<file path="config.mk">
export PLATFORM = sky130hd
export DESIGN_NAME = sync_frame_fifo
export DESIGN_NICKNAME = d
export VERILOG_FILES = /design/src/rtl/sync_frame_fifo_pkg.sv /design/src/rtl/sync_fifo_ram.sv /design/src/rtl/sync_frame_fifo.sv
export SDC_FILE = /design/constraint.sdc
export NUM_CORES = 1
export LEC_CHECK = 0
export BUFFER_PORTS_ARGS = -buffer_cell sky130_fd_sc_hd__buf_2
export CORE_MARGIN = 2
export CORE_UTILIZATION = 55
export DETAILED_ROUTE_END_ITERATION = 7
export PLACE_DENSITY = 0.72
export SETUP_SLACK_MARGIN = 0.2
export SYNTH_ARGS = -nofsm -noshare
export SYNTH_HDL_FRONTEND = slang
export SYNTH_HIERARCHICAL = 1
export SYNTH_SLANG_ARGS = --single-unit
</file>
<file path="constraint.sdc">
create_clock -name clkIn -period 5 [get_ports clkIn]
set_input_delay 0.75 -clock clkIn [delete_from_list [all_inputs] [get_ports clkIn]]
set_output_delay 0.75 -clock clkIn [all_outputs]
set_load 0.02 [all_outputs]
</file>
<file path="src/rtl/sync_frame_fifo_pkg.sv">
// Shared types and constants for the store-and-forward frame FIFO.
package sync_frame_fifo_pkg;

   localparam int unsigned DROP_CNT_W = 16;
   localparam int unsigned FIFO_WIDTH = 8;

   // One stored entry: payload byte plus end-of-frame marker.
   typedef struct packed {
      logic                  last;
      logic [FIFO_WIDTH-1:0] data;
   } fifo_entry_t;

endpackage

</file>
<file path="src/rtl/sync_fifo_ram.sv">
// Single write port, asynchronous read port memory (distributed RAM style).
module sync_fifo_ram #(
   parameter int unsigned WIDTH = 9,
   parameter int unsigned DEPTH = 64,
   localparam int unsigned ADDR_W = $clog2(DEPTH)
)(
   input  logic              i_clk,
   input  logic              i_wr_en,
   input  logic [ADDR_W-1:0] i_wr_addr,
   input  logic [WIDTH-1:0]  i_wr_data,
   input  logic [ADDR_W-1:0] i_rd_addr,
   output logic [WIDTH-1:0]  o_rd_data
);

   logic [WIDTH-1:0] r_mem [DEPTH];

   always_ff @(posedge i_clk) begin
      if (i_wr_en) begin
         r_mem[i_wr_addr] <= i_wr_data;
      end
   end

   assign o_rd_data = r_mem[i_rd_addr];

endmodule

</file>
<file path="src/rtl/sync_frame_fifo.sv">
// Single-clock store-and-forward FIFO: frames become readable only once committed,
// and a frame is discarded on request or on overflow so the reader never sees a partial one.
module sync_frame_fifo
   import sync_frame_fifo_pkg::*;
#(
   parameter int unsigned WIDTH        = 8,
   parameter int unsigned DEPTH        = 64,
   parameter bit          FRAME_MODE   = 1'b1,
   parameter int unsigned AFULL_THRESH = DEPTH - 4,
   localparam int unsigned PTR_W       = $clog2(DEPTH)
)(
   input  logic                  clkIn,
   input  logic                  rstNIn,
   input  logic                  wrEnIn,
   input  logic [WIDTH-1:0]      wrDataIn,
   input  logic                  wrLastIn,
   input  logic                  wrDropIn,
   output logic                  wrFullOut,
   output logic                  wrAlmostFullOut,
   output logic [PTR_W:0]        wrUsedOut,
   output logic                  overflowOut,
   output logic [DROP_CNT_W-1:0] dropCntOut,
   input  logic                  rdReadyIn,
   output logic [WIDTH-1:0]      rdDataOut,
   output logic                  rdLastOut,
   output logic                  rdValidOut,
   output logic [PTR_W:0]        rdCountOut
);

   localparam int unsigned PTR_CW = PTR_W + 1;

   typedef struct packed {
      logic             last;
      logic [WIDTH-1:0] data;
   } entry_t;

   logic [PTR_CW-1:0]     r_wr_ptr, r_cmt_ptr, r_rd_ptr;
   logic                  r_discard, r_overflow;
   logic [DROP_CNT_W-1:0] r_drop_cnt;
   logic                  r_valid, r_full, r_afull;
   logic [PTR_CW-1:0]     r_used, r_count;

   logic [PTR_CW-1:0] w_wr_nxt, w_cmt_nxt, w_rd_nxt, w_used_nxt;
   logic              w_discard_nxt, w_overflow_nxt, w_drop_inc;
   logic              w_full, w_wr_acc, w_rd_fire, w_mem_we;
   entry_t            w_wr_entry, w_rd_entry;
   logic [WIDTH:0]    w_wr_raw, w_rd_raw;

   assign w_full    = (r_wr_ptr - r_rd_ptr) == PTR_CW'(DEPTH);
   assign w_wr_acc  = wrEnIn & ~w_full & ~r_discard;
   assign w_rd_fire = r_valid & rdReadyIn;
   // A dropped byte never reaches memory, even though its slot would be free.
   assign w_mem_we  = w_wr_acc & ~(FRAME_MODE & wrDropIn);

   // Next pointer / discard / overflow state; drop outranks overflow, which outranks a write.
   always_comb begin
      w_wr_nxt       = r_wr_ptr;
      w_cmt_nxt      = r_cmt_ptr;
      w_rd_nxt       = r_rd_ptr;
      w_discard_nxt  = r_discard;
      w_overflow_nxt = r_overflow;
      w_drop_inc     = 1'b0;

      if (w_rd_fire) begin
         w_rd_nxt = r_rd_ptr + PTR_CW'(1);
      end
      if (wrEnIn && w_full && !r_discard) begin
         w_overflow_nxt = 1'b1;
      end

      if (FRAME_MODE) begin
         if (r_discard) begin
            if (wrEnIn && wrLastIn) begin
               w_discard_nxt = 1'b0;
            end
         end else if (wrDropIn) begin
            w_wr_nxt   = r_cmt_ptr;
            w_drop_inc = 1'b1;
         end else if (wrEnIn && w_full) begin
            // An overflow that lands on the last byte ends the frame; no discard needed.
            w_wr_nxt      = r_cmt_ptr;
            w_drop_inc    = 1'b1;
            w_discard_nxt = ~wrLastIn;
         end else if (w_wr_acc) begin
            w_wr_nxt = r_wr_ptr + PTR_CW'(1);
            if (wrLastIn) begin
               w_cmt_nxt = r_wr_ptr + PTR_CW'(1);
            end
         end
      end else begin
         if (w_wr_acc) begin
            w_wr_nxt = r_wr_ptr + PTR_CW'(1);
         end
         w_cmt_nxt = w_wr_nxt;
      end
   end

   assign w_used_nxt = w_wr_nxt - w_rd_nxt;

   always_ff @(posedge clkIn) begin
      if (!rstNIn) begin
         r_wr_ptr   <= '0;
         r_cmt_ptr  <= '0;
         r_rd_ptr   <= '0;
         r_discard  <= 1'b0;
         r_overflow <= 1'b0;
         r_drop_cnt <= '0;
         r_valid    <= 1'b0;
         r_full     <= 1'b0;
         r_afull    <= 1'b0;
         r_used     <= '0;
         r_count    <= '0;
      end else begin
         r_wr_ptr   <= w_wr_nxt;
         r_cmt_ptr  <= w_cmt_nxt;
         r_rd_ptr   <= w_rd_nxt;
         r_discard  <= w_discard_nxt;
         r_overflow <= w_overflow_nxt;
         if (w_drop_inc && (r_drop_cnt != '1)) begin
            r_drop_cnt <= r_drop_cnt + DROP_CNT_W'(1);
         end
         r_valid    <= (w_cmt_nxt != w_rd_nxt);
         r_full     <= (w_used_nxt == PTR_CW'(DEPTH));
         r_afull    <= (w_used_nxt >= PTR_CW'(AFULL_THRESH));
         r_used     <= w_used_nxt;
         r_count    <= w_cmt_nxt - w_rd_nxt;
      end
   end

   assign w_wr_entry = '{last: wrLastIn, data: wrDataIn};
   assign w_wr_raw   = w_wr_entry;

   sync_fifo_ram #(
      .WIDTH (WIDTH + 1),
      .DEPTH (DEPTH)
   ) u_ram (
      .i_clk     (clkIn),
      .i_wr_en   (w_mem_we),
      .i_wr_addr (r_wr_ptr[PTR_W-1:0]),
      .i_wr_data (w_wr_raw),
      .i_rd_addr (r_rd_ptr[PTR_W-1:0]),
      .o_rd_data (w_rd_raw)
   );

   assign w_rd_entry = entry_t'(w_rd_raw);

   assign wrFullOut       = r_full;
   assign wrAlmostFullOut = r_afull;
   assign wrUsedOut       = r_used;
   assign overflowOut     = r_overflow;
   assign dropCntOut      = r_drop_cnt;
   assign rdValidOut      = r_valid;
   assign rdCountOut      = r_count;
   assign rdDataOut       = w_rd_entry.data;
   assign rdLastOut       = r_valid & w_rd_entry.last;

endmodule

</file>
# Word level (Yosys, flattened, before mapping)
# Memory sizes are Yosys's and may differ from the RTL's. A register that Yosys moved wholly into a read port is not among the register bits.
# Index checks and enable logic that the tools add are counted.
[classes] addsub=6 n_lt_le_gt_ge=1 eq_ne=4 mux=20 bitwise_logic=9 n_reduce_logical=5
[ops] operator="$mux 7" count=10
[ops] operator="$sub 7x7->7" count=3
[ops] operator="$add 16x1->16 const B" count=1
[ops] operator="$ne 16x16->1 const B" count=1
[ops] operator="$add 7x1->7 const B" count=2
[ops] operator="$eq 7x7->1 const B" count=2
[ops] operator="$mux 1" count=9
[ops] operator="$ge 7x6->1 const B" count=1
[ops] operator="$ne 7x7->1" count=1
[ops] operator="$mux 6" count=1
[ops] operator="$and 1x1->1" count=5
[ops] operator="$logic_and 1x1->1" count=4
[ops] operator="$not 1->1" count=4
[ops] operator="$logic_not 1->1" count=1
[word_totals] regBits=56 ramBits=576 in_bits=14 out_inout_bits=43 elab_cells=57 n_memories=1
[memory_table] name="u_ram.r_mem" depth=64 width=9 read_ports=1 rd_clocked_by_memory_dff=1 wr=1 line="sync_fifo_ram.sv:15" source="logic [WIDTH-1:0] r_mem [DEPTH];"

# Longest topological paths before layout
# Gate-level depths: netlist of run 1.
[depth] depth_word=11 mapped_depth=20 depth_no_buf=19

# By module
# Netlist of run 1, hierarchy kept.
[by_module_without_submodules] mod="sync_fifo_ram" n_inst=1 cells_each=1011 area_per_inst_um2=22414.0 seq_area_each_um2=17296.6
[by_module_without_submodules] mod="sync_frame_fifo" n_inst=1 cells_each=364 area_per_inst_um2=3138.0 seq_area_each_um2=1121.1

# Least setup slack after synthesis of run 1
# OpenSTA, ideal clock, no wires.
[synth_path] path_type="register to register" startpoint="reg r_rd_ptr[5]" endpoint="reg r_count[5], in the netlist rdCountOut[5]" setup_ns=0.128 t_arrival_ns=3.895 required_ns=4.872 path_slack_ns=0.978 path_stages_with_launch=20 n_path_buf=1 cell_sequence="dfxtp_1 inv_1 ha_1 a21oi_1 o21ai_0 o31ai_1 or2_0 buf_2 nand2_1 nor3_2 mux2i_1 inv_1 ha_1 nor2b_1 o21ai_0 nand2b_1 a21o_1 a21oi_1 xor2_1 nor2_1"
[synth_between] elab_chain_cells=10 elab_cells_between_ends=13
[synth_lines] item="start: declaration" line="sync_frame_fifo.sv:37" source="logic [PTR_CW-1:0] r_wr_ptr, r_cmt_ptr, r_rd_ptr;"
[synth_lines] item="start signal: assignment" line="sync_frame_fifo.sv:116" source="r_rd_ptr <= w_rd_nxt;"
[synth_lines] item="$sub 7x7->7 *" line="sync_frame_fifo.sv:49" source="assign w_full = (r_wr_ptr - r_rd_ptr) == PTR_CW'(DEPTH);"
[synth_lines] item="$eq 7x7->1 *" line="sync_frame_fifo.sv:49"
[synth_lines] item="$not 1->1" line="sync_frame_fifo.sv:50" source="assign w_wr_acc = wrEnIn & ~w_full & ~r_discard;"
[synth_lines] item="$and 1x1->1 (2 in a row)" line="sync_frame_fifo.sv:50"
[synth_lines] item="$mux 7" line="sync_frame_fifo.sv:84" source="end else if (w_wr_acc) begin"
[synth_lines] item="$mux 7 *" line="sync_frame_fifo.sv:79" source="end else if (wrEnIn && w_full) begin"
[synth_lines] item="$mux 7 *" line="sync_frame_fifo.sv:76" source="end else if (wrDropIn) begin"
[synth_lines] item="$mux 7 *" line="sync_frame_fifo.sv:72" source="if (r_discard) begin"
[synth_lines] item="named net w_cmt_nxt[1]" line="sync_frame_fifo.sv:43" source="logic [PTR_CW-1:0] w_wr_nxt, w_cmt_nxt, w_rd_nxt, w_used_nxt;"
[synth_lines] item="$sub 7x7->7 *" line="sync_frame_fifo.sv:126" source="r_count <= w_cmt_nxt - w_rd_nxt;"
[synth_lines] item="end signal: assignment" line="sync_frame_fifo.sv:126"
[synth_lines] item="end: declaration" line="sync_frame_fifo.sv:41" source="logic [PTR_CW-1:0] r_used, r_count;"
# The timed path passes the listed nets; every way through them passes the cells marked *.
# A chain may end at the register's enable or synchronous reset.

==> flow_summary.ini, run 1 <==
[outcome]
outcome = completed

[drt]
routed_wirelength_um = 56400
num_vias = 13500
drcViolationCount = 0
avgViaCountPerCell = 6.24
dr.pass1.iters = 5
drtIter0Drc = 1388
ant_nets = 0
wl_per_cell_um = 26.2

[hold_path]
min_to = u_ram/r_mem[50][8]$_DFFE_PP_
hold_class = input pin to flop
hp-start = wrLastIn
whs_path_depth = 1

[synthesis]
ys.flop_type = edfxtp_1
avgSynthCellArea_sq_um = 18.6
synth_edf_count = 576
synthCells = 1375
seq_area_frac_synth_pct = 72.1
synth-seq-cells = 632
syn_nets = 1412
yosysWarnings = 6
synth_area_sq_mm = 0.0256
yosysUniqueCellTypes = 67
ys_async_sr_fraction_pct = 0

[critical_path]
cp_top_family = compound AO/OA/AOI/OAI gates
cp_slowest_cell = a2111oi_0
path_buf_inv = 3
crit_path_end_kind = output pin
cp_common_cell = buf_4
start_kind = flop
r2r_start = r_wr_ptr[4]$_SDFF_PN0_
required_ps = 4250
rr_endpoint = u_ram/r_mem[9][6]$_DFFE_PP_
cp_max_fo = 24
critPathKind = flop to output pin
critPathArrivalTime_ps = 3950
slowest_delay_ps = 930
rr_worst_depth = 9
path_cells = buf_4 -> buf_4 -> mux4_2 -> o22ai_1 -> a2111oi_0 -> a221o_1 -> buf_2
ff2ff_setup_slack_ps = 640

[power_and_ir_drop]
p_leak_nw = 9.26
power.density_mw_per_mm2 = 408
power_w = 0.0117
vdd_drop_max_v = 0.000296

[sta]
setup_viol_count_final = 0
skew_ps = 24.7
worst_pin_slew_ps = 1230
holdWs_ps = 419
final.setup.tns_ps = 0
post-route-min-period_ps = 4700
clock.fmax_mhz = 213
hold_viol = 0
rsz0062_at_grt = no
drv_slew = 0
finalCritPeriodShare_pct = 93.9
maxSlewHeadroom_pct = 17.8

[final_layout]
antennaDiodeCount = 0
nFillCells = 3110
syn_to_final_growth_pct = 12.6
nets = 1542
stdcell_area_sq_mm = 0.0288
drive_gt1_share_pct = 25.4

[placement]
dp_hpwl_um = 33500
placed_area_sq_mm = 0.0268
gp_congestion = 0.840
portBuffers = 56

[floorplan]
ios = 57
coreArea_sq_mm = 0.0456
initial_core_util_pct = 56.1
die_h_um = 220
die-area_sq_mm = 0.0482
row_count = 78
fp.dieW_um = 220

[global_route]
grt-ovfl-total = 0
grt_max_degree = 131
grt_pass1_vias = 13500
grt_pass1_wl_um = 84800
grt.total_usage_pct = 24.1
antenna_found_initial = 1

[clock_network]
clockBufferDepth = 3
cts_tree = built
clk_latency_ps = 640
numCtsBuffers = 61
cts_root_buffer = clkbuf_16
cts_setup_buffers = 0
cts_sinks = 632
htreeDepth = 2
cts.clk_slew.worst_paths_ps = 60

[flow_run]
cap_violations = 0
metal layers:
metal | global-route usage [%] | vias to the layer above | share of wire [%]
met5 | 0 | - | 0.023
met4 | 9.08 | 2 | 3.3
met3 | 4.84 | 103 | 7.7
met2 | 38.7 | 577 | 49
met1 | 33.1 | 6975 | 40
li1 | - | 5797 | -
cell usage after synthesis, drive strengths merged, types with 12 or more instances:
cell | count | area (sq um)
o22ai | 12 | 75.1
inv | 19 | 71.3
buf | 34 | 250
and2 | 21 | 134
nor2b | 18 | 113
mux4 | 151 | 3430
nand3 | 21 | 105
nor3 | 14 | 75.1
mux2i | 30 | 300
a22oi | 19 | 143
clkbuf | 31 | 116
nor2 | 128 | 488
xnor2 | 18 | 158
xor2 | 19 | 166
edfxtp | 576 | 17300
a21oi | 23 | 115
nand2 | 46 | 173
dfxtp | 56 | 1120
ha | 21 | 263
cell usage in the layout (no fill, tap or decap), types with 6 or more instances in the layout:
master     Yosys  routed
nand3_1       21      21
mux2_2         7       7
o22ai_1       12      12
buf_2         15      56
inv_1         18      18
clkbuf_1      31       8
nand2b_1      11      11
buf_4          9      73
edfxtp_1     576     576
clkinv_2       0      15
ha_1          21      21
nor3_1        13      13
o211ai_1       6       6
dfxtp_1       56      51
nand4_1       11      11
a2111oi_0      7       7
clkbuf_16      0      61
xnor2_1       18      18
a22oi_1       19      19
nand2_1       46      46
and2_1        19      19
mux4_2       143     143
o21ai_0        6       6
clkinv_1       0      15
nor2_1       127     127
and3_1         7       7
nor2b_1       18      18
a21oi_1       23      23
mux2i_1       30      30
mux4_1         8       8
xor2_1        19      19
a211oi_1       7       7
repair_timing:
action | CTS | global route
resized for setup | 0 | 2
hold buffers | 0 | 0
setup endpoints to repair | 0 | 1
how the worst max path moves through the flow:
stage,cells past startpoint,start,endpoint
global route,7,r_rd_ptr[0]$_SDFF_PN0_,rdDataOut[2]
CTS,7,r_rd_ptr[0]$_SDFF_PN0_,rdDataOut[2]
floorplan,19,r_rd_ptr[5]$_SDFF_PN0_,rdCountOut[5]$_SDFF_PN0_
global placement,18,r_wr_ptr[3]$_SDFF_PN0_,rdCountOut[5]$_SDFF_PN0_
detailed placement,18,r_wr_ptr[3]$_SDFF_PN0_,rdCountOut[5]$_SDFF_PN0_
finish,7,r_rd_ptr[0]$_SDFF_PN0_,rdDataOut[2]
where the power goes:
group,internal (W),switching [W]
combinational,0.000609,0.000799
clock,0.00250,0.00194
sequential,0.00585,0.0000482
total,0.00896,0.00278
sequential cells by signal, summed over array words and instances, names as in the netlist:
| signal | flops |
|---|---|
| u_ram/r_mem | 576 |
| r_wr_ptr | 7 |
| wrFullOut | 1 |
| rdCountOut | 7 |
| r_discard | 1 |
| r_cmt_ptr | 7 |
| wrAlmostFullOut | 1 |
| r_rd_ptr | 7 |
| dropCntOut | 16 |
| rdValidOut | 1 |
| overflowOut | 1 |
| wrUsedOut | 7 |
cells by family after synthesis:
logic type | synth area share [%]
fa+ha+maj | 1.18
mux | 14.9
xor+xnor | 1.27
simple gates | 5.48
buf+inv | 1.71
compound gates | 3.36
flops | 72.1
cell type report:
| type | count | area (sq um) | area share, % |
|---|---|---|---|
| Inverter | 19 | 71.3 | 0.248 |
| Tap cell | 600 | 751 | 2.61 |
| Multi-Input combinational cell | 659 | 6700 | 23.3 |
| Timing Repair Buffer | 132 | 888 | 3.09 |
| Sequential cell | 632 | 18400 | 64.0 |
| Clock buffer | 69 | 1560 | 5.41 |
| Clock inverter | 46 | 383 | 1.33 |
through the flow:
step           utilization, %  worst slack [ps]  cells
6_report                 63.1               304   2157
5_1_grt                  63.1               219   2157
4_1_cts                  63.1               308   2157
3_5_place_dp             58.9               630   2042
3_3_place_gp             58.9               713   2042
2_1_floorplan               -               978   1375
worst reg2reg max path: cells and delay by family (launching register included):
kind / cells / cell delay [ps]
and+or+nand+nor: 6 / 2540
DFF: 1 / 580
AOI/OAI and AO/OA: 2 / 510
adders and majority gates: 1 / 360
Note: power is estimated with default switching activity, not from simulation.
==> run 2, diff against run 1 <==
Settings changed: RECOVER_POWER set to 25.
==> flow_summary.ini, run 2 (synthesized netlist as in run 1, its figures left out) <==
[global_route]
grt_pass1_vias = 13500
grt-ovfl-total = 0
grt_pass1_wl_um = 84800
grt.total_usage_pct = 24.1
antenna_found_initial = 1
grt_max_degree = 131

[final_layout]
final_cell_mix = edfxtp_1, mux4_2, nor2_1
largest_reg_flops = 576
drive_gt1_share_pct = 25.0
stdcell_area_sq_mm = 0.0288
largest-register = u_ram/r_mem
syn_to_final_growth_pct = 12.6
antennaDiodeCount = 0
final_common_cell = edfxtp_1
nets = 1542

[sta]
clock.fmax_mhz = 214
worst_slack_ps = 327
skew_ps = 25.3
worst_pin_slew_ps = 3210
drv_slew = 325
maxSlewHeadroom_pct = -114
setup_viol_count_final = 0
final.setup.tns_ps = 0
finalCritPeriodShare_pct = 93.5
post-route-min-period_ps = 4670
hold_viol = 0
rsz0062_at_grt = no

[floorplan]
initial_core_util_pct = 56.1
die-area_sq_mm = 0.0482
coreArea_sq_mm = 0.0456
row_count = 78
die_h_um = 220
ios = 57
fp.dieW_um = 220

[critical_path]
path_cells = buf_4 -> buf_4 -> mux4_2 -> o22ai_1 -> a2111oi_0 -> a221o_1 -> buf_2
critPathKind = flop to output pin
ff2ff_setup_slack_ps = 680
path_depth = 7
cp_slowest_cell = a2111oi_0
cp_top_family = compound AO/OA/AOI/OAI gates
worstSetupEndpoint = rdDataOut[2]
r2r_start = r_wr_ptr[4]$_SDFF_PN0_
crit_path_end_kind = output pin
cp_common_cell = buf_4
cp_max_fo = 24
slowest_delay_ps = 900
path_buf_inv = 3
rr_endpoint = rdCountOut[5]$_SDFF_PN0_
start_kind = flop
required_ps = 4250
critPathLaunch = r_rd_ptr[0]$_SDFF_PN0_
critPathArrivalTime_ps = 3920
rr_worst_depth = 18

[clock_network]
cts.clk_slew.worst_paths_ps = 60
numCtsBuffers = 61
htreeDepth = 2
cts_tree = built
cts_root_buffer = clkbuf_16
clk_latency_ps = 640
clockBufferDepth = 3
cts_sinks = 632

[power_and_ir_drop]
power_w = 0.0117
pwr-share-clk_pct = 37.8
combPwrFrac_pct = 12.0
p_leak_nw = 9.24
p_int_w = 0.00896
swShare_pct = 23.7
power.density_mw_per_mm2 = 408
vdd_drop_max_v = 0.000297
p_switching_w = 0.00279
power_frac_seq_pct = 50.2

[drt]
avgViaCountPerCell = 6.25
drtIter0Drc = 1392
num_vias = 13500
dr.pass1.iters = 5
wl_per_cell_um = 26.1
ant_nets = 0
routed_wirelength_um = 56400
drcViolationCount = 0

[outcome]
outcome = finished, violations left
violations = capacitance limit, slew limit

[placement]
gp_congestion = 0.840
dp_hpwl_um = 33500
portBuffers = 56
placed_area_sq_mm = 0.0268
place_ws_ps = 630

[hold_path]
hold_class = flop to flop

[flow_run]
cap_violations = 5
## run 2: cell types whose count changed in the layout (fill, tap and decap cells not counted)
cell	delta
buf_4	-4
buf_2	-2
clkbuf_1	+6
## run 2: worst register-to-register path, cell delays in order (launching register included)
cell	delay, ps
dfxtp_1	580
ha_1	360
nand4_1	110
o21ai_0	100
o31ai_1	410
or2_0	390
nand2_1	200
nor3_2	180
buf_4	200
mux2i_1	350
inv_1	90
ha_1	320
nor2b_1	130
o21ai_0	140
nand2b_1	110
a21o_1	180
a21oi_1	160
xor2_1	150
nor2_1	50
## run 2: power by group through the flow
stage	sequential (W)	combinational [W]	clock, W
after floorplan	0.00606	0.000979	0
after global placement	0.00600	0.00140	0
after global routing	0.00591	0.00152	0.00472
final	0.00590	0.00141	0.00444
after CTS	0.00590	0.00142	0.00452
after detailed placement	0.00601	0.00142	0
## run 2: worst min-delay path by stage
stage / startpoint / to / depth (start not counted) / slack [ps]
floorplan: r_cmt_ptr[0]$_SDFF_PN0_ / r_cmt_ptr[0]$_SDFF_PN0_ / 2 / 510
global placement: overflowOut$_SDFFE_PN0P_ / overflowOut$_SDFFE_PN0P_ / 2 / 480
detailed placement: overflowOut$_SDFFE_PN0P_ / overflowOut$_SDFFE_PN0P_ / 2 / 480
CTS: wrLastIn / u_ram/r_mem[50][8]$_DFFE_PP_ / 1 / 410
global route: wrLastIn / u_ram/r_mem[50][8]$_DFFE_PP_ / 1 / 510
finish: overflowOut$_SDFFE_PN0P_ / overflowOut$_SDFFE_PN0P_ / 2 / 500
## run 2: repair_timing
| item | CTS | global route |
|---|---|---|
| setup endpoints to repair | 0 | 1 |
| buffers inserted | 0 | 0 |
| resized for setup | 0 | 2 |
| hold buffers | 0 | 0 |
## run 2: final cells by class
type                       instances  area, sq um
sequential                       632        18400
clock buffer                      69         1560
tap                              600          751
clock inverter                    46          383
inverter                          19         71.3
timing repair buffer             132          871
fill                            3113        16800
multi-input combinational        659         6700
## run 2: metal layers
metal / wire, um / track usage, %
met2: 27700 / 38.7
met5: 13 / 0
met4: 1820 / 9.08
met3: 4410 / 4.84
met1: 22500 / 33.1
## run 2: metrics by stage
stage / cells / hold WS, ps / utilization (%)
5_1_grt: 2157 / 513 / 63.1
2_1_floorplan: 1375 / 508 / -
3_5_place_dp: 2042 / 478 / 58.9
3_3_place_gp: 2042 / 477 / 58.9
4_1_cts: 2157 / 410 / 63.1
6_report: 2157 / 496 / 63.1
==> run 3, diff against run 2 <==
Settings changed: CORE_UTILIZATION 55 to 54, PLACE_DENSITY 0.72 to 0.71.
==> flow_summary.ini, run 3 (synthesized netlist as in run 1, its figures left out) <==
[clock_network]
postCtsHoldBufs = 0
clockBufferDepth = 3
cts_root_buffer = clkbuf_16
numCtsBuffers = 66
cts_sinks = 632
cts.clk_slew.worst_paths_ps = 60
clk_latency_ps = 580
cts_tree = built
htreeDepth = 3

[critical_path]
cp_top_family = compound AO/OA/AOI/OAI gates
crit_path_end_kind = output pin
path_cells = buf_4 -> buf_6 -> mux4_2 -> mux2_2 -> o22ai_1 -> a2111oi_0 -> a221o_1 -> buf_2
cp_slowest_cell = a2111oi_0
start_kind = flop
required_ps = 4250
cp_max_fo = 51
critPathArrivalTime_ps = 3990
critPathKind = flop to output pin
path_buf_inv = 3
slowest_delay_ps = 900

[global_route]
grt-ovfl-total = 0
grt.total_usage_pct = 23.1
grt_max_degree = 131
grtUsageMet3_pct = 3.90
use_met1_pct = 33.0
grt_busiest_layer = met2
grt_pass1_vias = 13500
grt_use_met2_pct = 37.1
antenna_found_initial = 0
grt_pass1_wl_um = 84400

[final_layout]
nFillCells = 3281
syn_to_final_growth_pct = 13.3
final_cell_mix = edfxtp_1, mux4_2, nor2_1
largest-register = u_ram/r_mem
nets = 1552
fin_cells = 2172
final_common_cell = edfxtp_1
largest_reg_flops = 576
drive_gt1_share_pct = 25.4
seq_area_sq_mm = 0.0184
multi_input_area_sq_mm = 0.00671

[placement]
dp_hpwl_um = 33000
place_inst = 2049
place_ws_ps = 270
gp_congestion = 0.896
portBuffers = 56

[hold_path]
hold_class = flop to flop

[floorplan]
row_count = 79
ios = 57
fp.dieW_um = 222
initial_core_util_pct = 54.8
coreArea_sq_mm = 0.0467
die_h_um = 222
die-area_sq_mm = 0.0491

[power_and_ir_drop]
pwr-share-clk_pct = 39.1
p_leak_nw = 9.34
power_w = 0.0120
power.density_mw_per_mm2 = 416
combPwrFrac_pct = 11.9
power_frac_seq_pct = 49.0
vdd_drop_max_v = 0.000264
p_switching_w = 0.00282
swShare_pct = 23.4
p_int_w = 0.00921

[sta]
final.setup.tns_ps = 0
drv_slew = 326
maxSlewHeadroom_pct = -106
setup_viol_count_final = 0
skew_ps = 21.2
hold_viol = 0
post-route-min-period_ps = 4740
worst_slack_ps = 264
finalCritPeriodShare_pct = 94.7
clock.fmax_mhz = 211
rsz0062_at_grt = no
worst_pin_slew_ps = 3100

[outcome]
violations = DRC, capacitance limit, slew limit
outcome = finished, violations left

[drt]
dr.pass1.iters = 8
drcViolationCount = 2
wl_per_cell_um = 25.6
avgViaCountPerCell = 6.23
num_vias = 13500
ant_nets = 0
routed_wirelength_um = 55600
drtIter0Drc = 1528

[flow_run]
cap_violations = 5
==> run 3: cell count changes in the layout (fill, tap and decap cells not counted), moves of 2 or more <==
cell	previous run	this run
buf_12	3	1
buf_4	69	73
clkbuf_1	14	18
clkbuf_16	61	69
clkinv_1	15	9
dfxtp_1	51	53
dfxtp_2	2	0
==> run 3: final cells by class <==
cell class,instances,share of cell area (%)
diodes,1,0.00864
clock buffers,82,6.17
clock inverters,35,0.998
inverters,19,0.246
multi-input cells,659,23.2
flip-flops and latches,632,63.7
well taps,607,2.62
repair buffers,137,3.12
==> run 3: power groups by stage <==
stage                     Combinational (W)  Sequential [W]  Clock [W]
after floorplan                    0.000979         0.00606          0
after global placement              0.00140         0.00600          0
after detailed placement            0.00142         0.00600          0
after CTS                           0.00143         0.00589    0.00478
after global routing                0.00155         0.00590    0.00500
final                               0.00143         0.00589    0.00471
==> run 3: repair_timing <==
action                     4_1_cts  5_1_grt
setup endpoints to repair        3       39
cloned                           0        0
pin swaps                        0        1
buffers inserted                 0        5
gates resized for setup          1        4
==> run 3: per-stage QoR <==
step	hold WS [ps]	cell area [sq um]	util, %
floorplan	508	25600	-
global placement	463	26800	57.5
detailed placement	464	26800	57.5
CTS	478	28900	62.0
global route	532	28900	62.0
finish	474	29000	62.1
==> run 3: worst reg2reg max path: stages, from the launching register on <==
cell      delay (ps)
dfxtp_1          590
ha_1             330
a21oi_1          150
o21ai_0          170
o31ai_2          360
or2_0            390
nand2_1          230
nor3_4           440
mux2i_1          410
inv_1            100
ha_1             310
nor2b_1          130
o21ai_0          140
nand2b_1         100
a21o_1           180
a21oi_1          170
xor2_1           160
nor2_1            50
==> run 3: path summary, 6_finish.rpt <==
kind              slack (ps)                       end  cells past startpoint                      from
setup / recovery         260              rdDataOut[5]                      8    r_rd_ptr[2]$_SDFF_PN0_
hold / removal           470  overflowOut$_SDFFE_PN0P_                      2  overflowOut$_SDFFE_PN0P_
setup reg to reg         440  rdCountOut[5]$_SDFF_PN0_                     17    r_wr_ptr[1]$_SDFF_PN0_
hold reg to reg          470  overflowOut$_SDFFE_PN0P_                      2  overflowOut$_SDFFE_PN0P_
==> run 3: per-layer routing <==
| layer | wire, um | vias up | share of wire, % |
|---|---|---|---|
| met3 | 4120 | 102 | 7.4 |
| met1 | 22800 | 7038 | 41 |
| met4 | 1600 | 0 | 2.9 |
| met2 | 27100 | 577 | 49 |
| li1 | - | 5807 | - |
| met5 | 0 | - | 0 |
